$ cat config.mk
export PLATFORM = sky130hd
export DESIGN_NAME = vga_timing_monitor
export DESIGN_NICKNAME = d
export VERILOG_FILES = /design/src/rtl/vga_timing_monitor.sv
export SDC_FILE = /design/constraint.sdc
export NUM_CORES = 1
export LEC_CHECK = 0
export CELL_PAD_IN_SITES_DETAIL_PLACEMENT = 0
export CELL_PAD_IN_SITES_GLOBAL_PLACEMENT = 1
export CORE_MARGIN = 5
export CORE_UTILIZATION = 42
export DETAILED_ROUTE_END_ITERATION = 12
export HOLD_SLACK_MARGIN = 0.05
export PLACE_DENSITY = 0.77
export SYNTH_ARGS = -nofsm -noshare
export SYNTH_HDL_FRONTEND = slang
export SYNTH_SLANG_ARGS = --single-unit
$ cat constraint.sdc
create_clock -name clk -period 2.9 [get_ports clk]
set_input_delay 0.435 -clock clk [delete_from_list [all_inputs] [get_ports clk]]
set_output_delay 0.435 -clock clk [all_outputs]
set_load 0.05 [all_outputs]
$ cat src/rtl/vga_timing_monitor.sv
// vga_timing_monitor: checks a VGA sync/blank stream against expected timing and reports pixel coordinates once locked
//   clk, rst          system clock and asynchronous active-low reset
//   vga_clk           pixel clock, sampled as data; its rising edge is one tick
//   hsync, vsync      sync inputs, asserted level SYNC_POL
//   blank_n           1 marks an active pixel
//   err_clr           clears the sticky timing_err
//   x_pos, y_pos      coordinate of the current active pixel
//   pixel_valid       one-clk pulse per active pixel while locked
//   locked            timing verified over a full frame
//   timing_err        sticky, set when a locked stream breaks timing
//   line_len          last measured line length in ticks
//   frame_cnt         frames passed while locked (wraps)
module vga_timing_monitor #(
  parameter int   H_TOTAL  = 800,
  parameter int   H_ACTIVE = 640,
  parameter int   V_TOTAL  = 525,
  parameter logic SYNC_POL = 1'b0
) (
  input  logic       clk,
  input  logic       rst,
  input  logic       vga_clk,
  input  logic       hsync,
  input  logic       vsync,
  input  logic       blank_n,
  input  logic       err_clr,
  output logic [9:0] x_pos,
  output logic [9:0] y_pos,
  output logic       pixel_valid,
  output logic       locked,
  output logic       timing_err,
  output logic [9:0] line_len,
  output logic [7:0] frame_cnt
);
  localparam logic [9:0] HT = 10'(H_TOTAL);
  localparam logic [9:0] HA = 10'(H_ACTIVE);
  localparam logic [9:0] VT = 10'(V_TOTAL);
  typedef enum logic [1:0] {IDLE, MEASURE, LOCKED} state_t;
  state_t     state_q;
  logic       vga_q, hs_q, vs_q, seen_h_q, bad_q, lock_q, err_q;
  logic [9:0] h_cnt_q, h_cnt_d, v_cnt_q, v_cnt_d, x_q, x_d, y_q, y_d, len_q, len_d;
  logic [7:0] fc_q;
  logic       tick, hs_edge, vs_edge, line_fail, frame_ok;

  function automatic logic [9:0] sat_inc(input logic [9:0] v);
    return &v ? v : v + 10'd1;
  endfunction

  // x_q at an hsync edge holds the active-pixel count of the line just ended
  always_comb begin
    tick      = vga_clk & ~vga_q;
    hs_edge   = tick & (hs_q != SYNC_POL) & (hsync == SYNC_POL);
    vs_edge   = tick & (vs_q != SYNC_POL) & (vsync == SYNC_POL);
    line_fail = hs_edge & seen_h_q & ((h_cnt_q != HT) | ((x_q != '0) & (x_q != HA)));
    frame_ok  = v_cnt_q == VT;
    h_cnt_d   = hs_edge ? 10'd1 : tick ? sat_inc(h_cnt_q) : h_cnt_q;
    len_d     = hs_edge ? h_cnt_q : len_q;
    v_cnt_d   = vs_edge ? {9'd0, hs_edge} : hs_edge ? sat_inc(v_cnt_q) : v_cnt_q;
    x_d       = hs_edge ? '0 : (tick & blank_n) ? sat_inc(x_q) : x_q;
    y_d       = vs_edge ? '0 : (hs_edge & (x_q != '0)) ? sat_inc(y_q) : y_q;
  end

  assign pixel_valid = tick & blank_n & lock_q;
  assign x_pos       = x_q;
  assign y_pos       = y_q;
  assign locked      = lock_q;
  assign timing_err  = err_q;
  assign line_len    = len_q;
  assign frame_cnt   = fc_q;

  // sync samples reset to the inactive level so the first asserted sample is an edge
  always_ff @(posedge clk or negedge rst) begin
    if (!rst) begin
      state_q  <= IDLE;
      vga_q    <= 1'b0;
      hs_q     <= ~SYNC_POL;
      vs_q     <= ~SYNC_POL;
      seen_h_q <= 1'b0;
      bad_q    <= 1'b0;
      lock_q   <= 1'b0;
      err_q    <= 1'b0;
      h_cnt_q  <= '0;
      v_cnt_q  <= '0;
      x_q      <= '0;
      y_q      <= '0;
      len_q    <= '0;
      fc_q     <= '0;
    end else begin
      vga_q   <= vga_clk;
      h_cnt_q <= h_cnt_d;
      v_cnt_q <= v_cnt_d;
      x_q     <= x_d;
      y_q     <= y_d;
      len_q   <= len_d;
      if (err_clr) err_q <= 1'b0;
      if (tick) begin
        hs_q <= hsync;
        vs_q <= vsync;
        if (hs_edge) seen_h_q <= 1'b1;
        case (state_q)
          IDLE: if (vs_edge) begin
            state_q <= MEASURE;
            bad_q   <= 1'b0;
          end
          MEASURE: if (vs_edge) begin
            bad_q <= 1'b0;
            if (frame_ok & ~bad_q & ~line_fail) begin
              state_q <= LOCKED;
              lock_q  <= 1'b1;
            end
          end else if (line_fail) bad_q <= 1'b1;
          LOCKED: if (line_fail | (vs_edge & ~frame_ok)) begin
            state_q <= IDLE;
            lock_q  <= 1'b0;
            err_q   <= 1'b1;
          end else if (vs_edge) fc_q <= fc_q + 8'd1;
          default: state_q <= IDLE;
        endcase
      end
    end
  end
endmodule

Word level (Yosys, flattened, before mapping)
Cells that the tools add are included.
{"block": "op_classes", "n_addsub": 5, "eq_ne": 14, "muxes": 29, "bitwise": 23, "reduce_logical": 21}
{"cell": "10-bit 2-to-1 mux", "count": 12}
{"cell": "10-bit by 1-bit adder with 10-bit output, second input constant", "count": 4}
{"cell": "10-bit AND reduction", "count": 4}
{"cell": "10-bit inequality test, second input constant", "count": 2}
{"cell": "2-bit inequality test, second input constant", "count": 8}
{"cell": "1-bit bitwise AND", "count": 14}
{"cell": "2-bit nonzero test", "count": 6}
{"cell": "10-bit equality test, second input constant", "count": 1}
{"cell": "1-bit 2-to-1 mux", "count": 10}
{"cell": "2-bit AND reduction", "count": 5}
{"cell": "5-bit AND reduction", "count": 2}
{"cell": "10-bit nonzero test", "count": 1}
{"cell": "8-bit by 1-bit adder with 8-bit output, second input constant", "count": 1}
{"cell": "2-bit 2-to-1 mux", "count": 4}
{"cell": "4-bit AND reduction", "count": 2}
{"cell": "1-bit inverter", "count": 7}
{"cell": "2-bit one-hot mux with 3 select lines", "count": 1}
{"cell": "1-bit one-hot mux with 2 select lines", "count": 2}
{"cell": "3-bit inequality test, second input constant", "count": 1}
{"cell": "2-bit by 1-bit equality test with 1-bit output, second input constant", "count": 1}
{"cell": "2-bit equality test, second input constant", "count": 1}
{"cell": "2-bit zero test", "count": 1}
{"cell": "1-bit OR", "count": 2}
{"block": "word_totals", "regBits": 67, "in_bits": 7, "word_cells": 106}

Longest topological paths before layout
{"block": "logic_depth", "ltp_word": 11, "mapped_depth": 8, "ltp_nobuf": 7}

Worst setup path after synthesis
OpenSTA, ideal clock, no wires.
{"block": "synth_timing", "path_type": "register -> register", "from": "register x_q[1] (netlist: x_pos[1])", "to": "register fc_q[1] (netlist: frame_cnt[1])", "arrival_time_ps": 2285, "slack_ps": 490, "stages_incl_launch_ff": 8, "n_path_buf": 0, "period_less_slack_ps": 2410, "path_cell_list": "dfrtp_1 > inv_1 > ha_1 > or4b_4 > nor4_4 > a31oi_2 > nor2_1 > mux2_2"}
{"block": "synth_between", "elab_chain_cells": 7}
{"element": "from (decl)", "line": "40", "text": "logic [9:0] h_cnt_q, h_cnt_d, v_cnt_q, v_cnt_d, x_q, x_d, y_q, y_d, len_q, len_d;"}
{"element": "from (signal assigned)", "line": "83", "text": "x_q <= '0;"}
{"element": "from (signal assigned)", "line": "91", "text": "x_q <= x_d;"}
{"element": "10-bit inequality test or 10-bit nonzero test (tied branches)", "line": "53", "text": "line_fail = hs_edge & seen_h_q & ((h_cnt_q != HT) | ((x_q != '0) & (x_q != HA)));"}
{"element": "1-bit bitwise AND *", "line": "53"}
{"element": "1-bit OR *", "line": "53"}
{"element": "1-bit bitwise AND *", "line": "53"}
{"element": "1-bit OR *", "line": "111", "text": "LOCKED: if (line_fail | (vs_edge & ~frame_ok)) begin"}
{"element": "1-bit inverter (no line) *"}
{"element": "4-bit AND reduction (no line) *"}
{"element": "to (signal assigned)", "line": "115", "text": "end else if (vs_edge) fc_q <= fc_q + 8'd1;"}
{"element": "to (decl)", "line": "41", "text": "logic [7:0] fc_q;"}
Every way passes the cells marked *; elsewhere a longest branch is shown, timed or not.
A chain may end at the register's enable or synchronous reset.

Worst setup path in the final report
{"block": "layout_timing", "from": "register h_cnt_q[0]", "to": "register fc_q[7] (netlist: frame_cnt[7])"}
{"block": "layout_between", "elab_chain_cells": 6}
{"element": "from (decl)", "line": "40"}
{"element": "from (signal assigned)", "line": "89", "text": "h_cnt_q <= h_cnt_d;"}
{"element": "10-bit inequality test", "line": "53"}
{"element": "1-bit OR", "line": "53"}
{"element": "1-bit bitwise AND", "line": "53"}
{"element": "1-bit OR", "line": "111"}
{"element": "1-bit inverter (no line)"}
{"element": "4-bit AND reduction (no line)"}
Every way passes these cells.

==> results_dict.tcl <==
set metrics [dict create \
    path_class "reg -> reg" \
    syn_nets 364 \
    synth_largest_area_cell "dfrtp_1" \
    synth.most_common_cell "dfrtp_1" \
    ys_seq_elements 67 \
    core_area_um2 8130 \
    crit_family "simple AND/OR/NAND/NOR gates" \
    wl_um 7450 \
    layout_min_cycle_time_ps 2530 \
    die_w_um 101 \
    end_kind "register" \
    gr-total-overflow 0 \
    portBuffers 47 \
    track_usage 0.160 \
    gp_congestion 0.846 \
    synth_area_per_cell_um2 9.91 \
    ys_top_cells_by_area "dfrtp_1 47%, nand2_1 5.1%, xnor2_1 4.8%" \
    startpoint_type "register" \
    synth_edf_count 0 \
    firstDrtPassIters 4 \
    rrSetupSlack_ps 370 \
    cts.repair.resized 0 \
    ant_nets 0 \
    yosys-top-cells-count "65 x dfrtp_1, 47 x nand2_1, 38 x nor2_1, 19 x xnor2_1" \
    clock_sinks 67 \
    synthArstFlopShare 1.00 \
    worst_slew_pin_slew_ps 891 \
    cp_max_fo 8 \
    area_growth_pct 23.1 \
    drive_gt1_frac 0.127 \
    yosysTopAreaCellShare 0.471 \
    ys_seq_area_frac 0.486 \
    io_pins 48 \
    antenna_found_initial 0 \
    cts_tree "built" \
    r2r_start "h_cnt_q[0]" \
    n_fill_cell 752 \
    cts_buffers 9 \
    power.total_w 0.00267 \
    avgViaCountPerCell 5.31 \
    cp_data_arrival_time_ps 2790 \
    critPathRequiredTime_ps 3160 \
    syn_area_um2 3460 \
    hp-class "in -> async" \
    pwr-share-clk 0.246 \
    leakage_nw 1.83 \
    grt_max_degree 68 \
    drcViolationCount 0 \
    reg2reg_to "frame_cnt[7]" \
    cts-root-buf "clkbuf_8" \
    multi_input_area_um2 1680 \
    regArea_um2 1680 \
    grt_pass1_wl_um 13000 \
    rsz0062_at_grt "no" \
    postCtsSetupRepairBufs 0 \
    ys_types 58 \
    fmax_ghz 0.395 \
    crit_buf_inv 2 \
    finalHoldViolations 0 \
    vias 2736 \
    path_clk_slew_ps 80 \
    post_drt_wl_per_cell_um 14.5 \
    rows 33 \
    critPathMaxStageDelay_ps 640 \
    initial_core_util 0.425 \
    cp_cell_sequence "inv_1 -> ha_1 -> or4b_2 -> nor4_4 -> a31oi_2 -> buf_4 -> nor4_2 -> xor2_1" \
    synth_top_flop_cell "dfrtp_1" \
    clock_skew_ps 7.91 \
    power_density_nw_per_um2 626 \
    max-vdd-ir-drop_mv 0.579 \
    pwr-share-comb 0.301 \
    dp_hpwl_um 5280 \
    diodes 0 \
    drt-initial-drc-count 98 \
    power.switching_w 0.00100 \
    slew_headroom 0.401 \
    setup_violations 0 \
    tns_ps 0 \
    grt_pass1_vias 2730 \
    design.die.area_um2 10100 \
    finalMaxSlewViolations 0 \
    maxCapViolCount 0 \
    h-tree-depth 3 \
    outcome "complete, no violations" \
    intPower_w 0.00166 \
    clock_path_buffers 2 \
    clk_latency_ps 340 \
    p_sw_frac 0.375 \
    synth_cells 349 \
    final.period_utilization 0.873 \
    pwr-share-seq 0.453 \
    final_nets 420 \
    rr_worst_depth 8 \
    cpMaxStageDelayCell "or4b_2" \
    cts.hold.buffers_added 0 \
    yosys_warnings 0 \
    die_h_um 101 \
]
==> how the worst max path moves through the flow <==
stage                    start      endpoint  cells after the start
finish              h_cnt_q[0]  frame_cnt[7]                      8
global route        h_cnt_q[0]  frame_cnt[7]                      8
CTS                 h_cnt_q[0]  frame_cnt[7]                      8
detailed placement       hsync  frame_cnt[1]                      6
global placement         hsync  frame_cnt[1]                      6
floorplan             x_pos[1]  frame_cnt[1]                      7
==> registers in the layout, indices dropped and copies added (netlist names) <==
name and flops:
vs_q 1, y_pos 10, h_cnt_q 10, bad_q 1
hs_q 1, line_len 10, state_q 2, vga_q 1
frame_cnt 8, v_cnt_q 10, seen_h_q 1, x_pos 10
locked 1, timing_err 1
==> per-stage QoR <==
stage | setup slack, ps | util | hold slack [ps] | cells | area [um^2]
2_1_floorplan | 490 | - | 139 | 349 | 3460
3_3_place_gp | 365 | 0.504 | 456 | 499 | 4100
3_5_place_dp | 285 | 0.504 | 459 | 499 | 4100
4_1_cts | 359 | 0.523 | 313 | 515 | 4260
5_1_grt | 214 | 0.523 | 368 | 515 | 4260
6_report | 370 | 0.523 | 265 | 515 | 4260
==> power groups by stage <==
stage                     registers [W]  logic (W)  clock network, W
final                           0.00121   0.000802          0.000655
after global routing            0.00123   0.000877          0.000720
after CTS                       0.00121   0.000811          0.000681
after detailed placement        0.00122   0.000808                 0
after global placement          0.00122   0.000794                 0
after floorplan                 0.00142   0.000341                 0
==> final cells by class <==
cell class | instances | area share
clock inverter | 6 | 0.00764
inverter | 14 | 0.0123
tap | 105 | 0.0309
timing repair buffer | 59 | 0.130
multi-input combinational | 254 | 0.395
clock buffer | 10 | 0.0300
sequential | 67 | 0.394
==> cells in the final DEF (no fill, tap or decap), types with 3 or more instances in the layout <==
| cell | instances |
|---|---|
| clkdlybuf4s50_1 | 45 |
| and3_1 | 3 |
| mux2_2 | 3 |
| nand3b_1 | 3 |
| nor4b_1 | 3 |
| xor2_1 | 14 |
| inv_1 | 14 |
| a211oi_1 | 6 |
| nand4_1 | 11 |
| clkinv_2 | 5 |
| nand2_1 | 47 |
| nor3_1 | 10 |
| mux2i_1 | 4 |
| xnor2_1 | 19 |
| nor4_1 | 6 |
| nor2_1 | 38 |
| dfrtp_1 | 65 |
| a21oi_1 | 9 |
| nor3b_1 | 4 |
| nor3_2 | 4 |
| buf_4 | 13 |
| or3_1 | 3 |
| clkbuf_8 | 9 |
| o21ai_0 | 7 |
| a31oi_1 | 4 |
| ha_1 | 8 |
| nand3_1 | 13 |
==> worst reg2reg max path: stages (launching register included) <==
cell,delay (ps)
dfrtp_1,410
inv_1,130
ha_1,170
or4b_2,640
nor4_4,180
a31oi_2,250
buf_4,230
nor4_2,290
xor2_1,160
==> cells by family after synthesis <==
group | synth area share
adders and majority gates | 0.0290
AOI/OAI and AO/OA | 0.0948
xor gates and xnor gates | 0.0836
and+or+nand+nor | 0.253
DFF | 0.486
buffers and inverters | 0.0326
muxes | 0.0214
==> routing by layer <==
metal,vias to the layer above,track usage,part of all wire
li1,1339,-,-
met1,1325,0.217,0.48
met2,66,0.250,0.46
met3,6,0.0401,0.050
met4,0,0.0497,0.0093
met5,-,0,0
(Power assumes the default switching activity.)
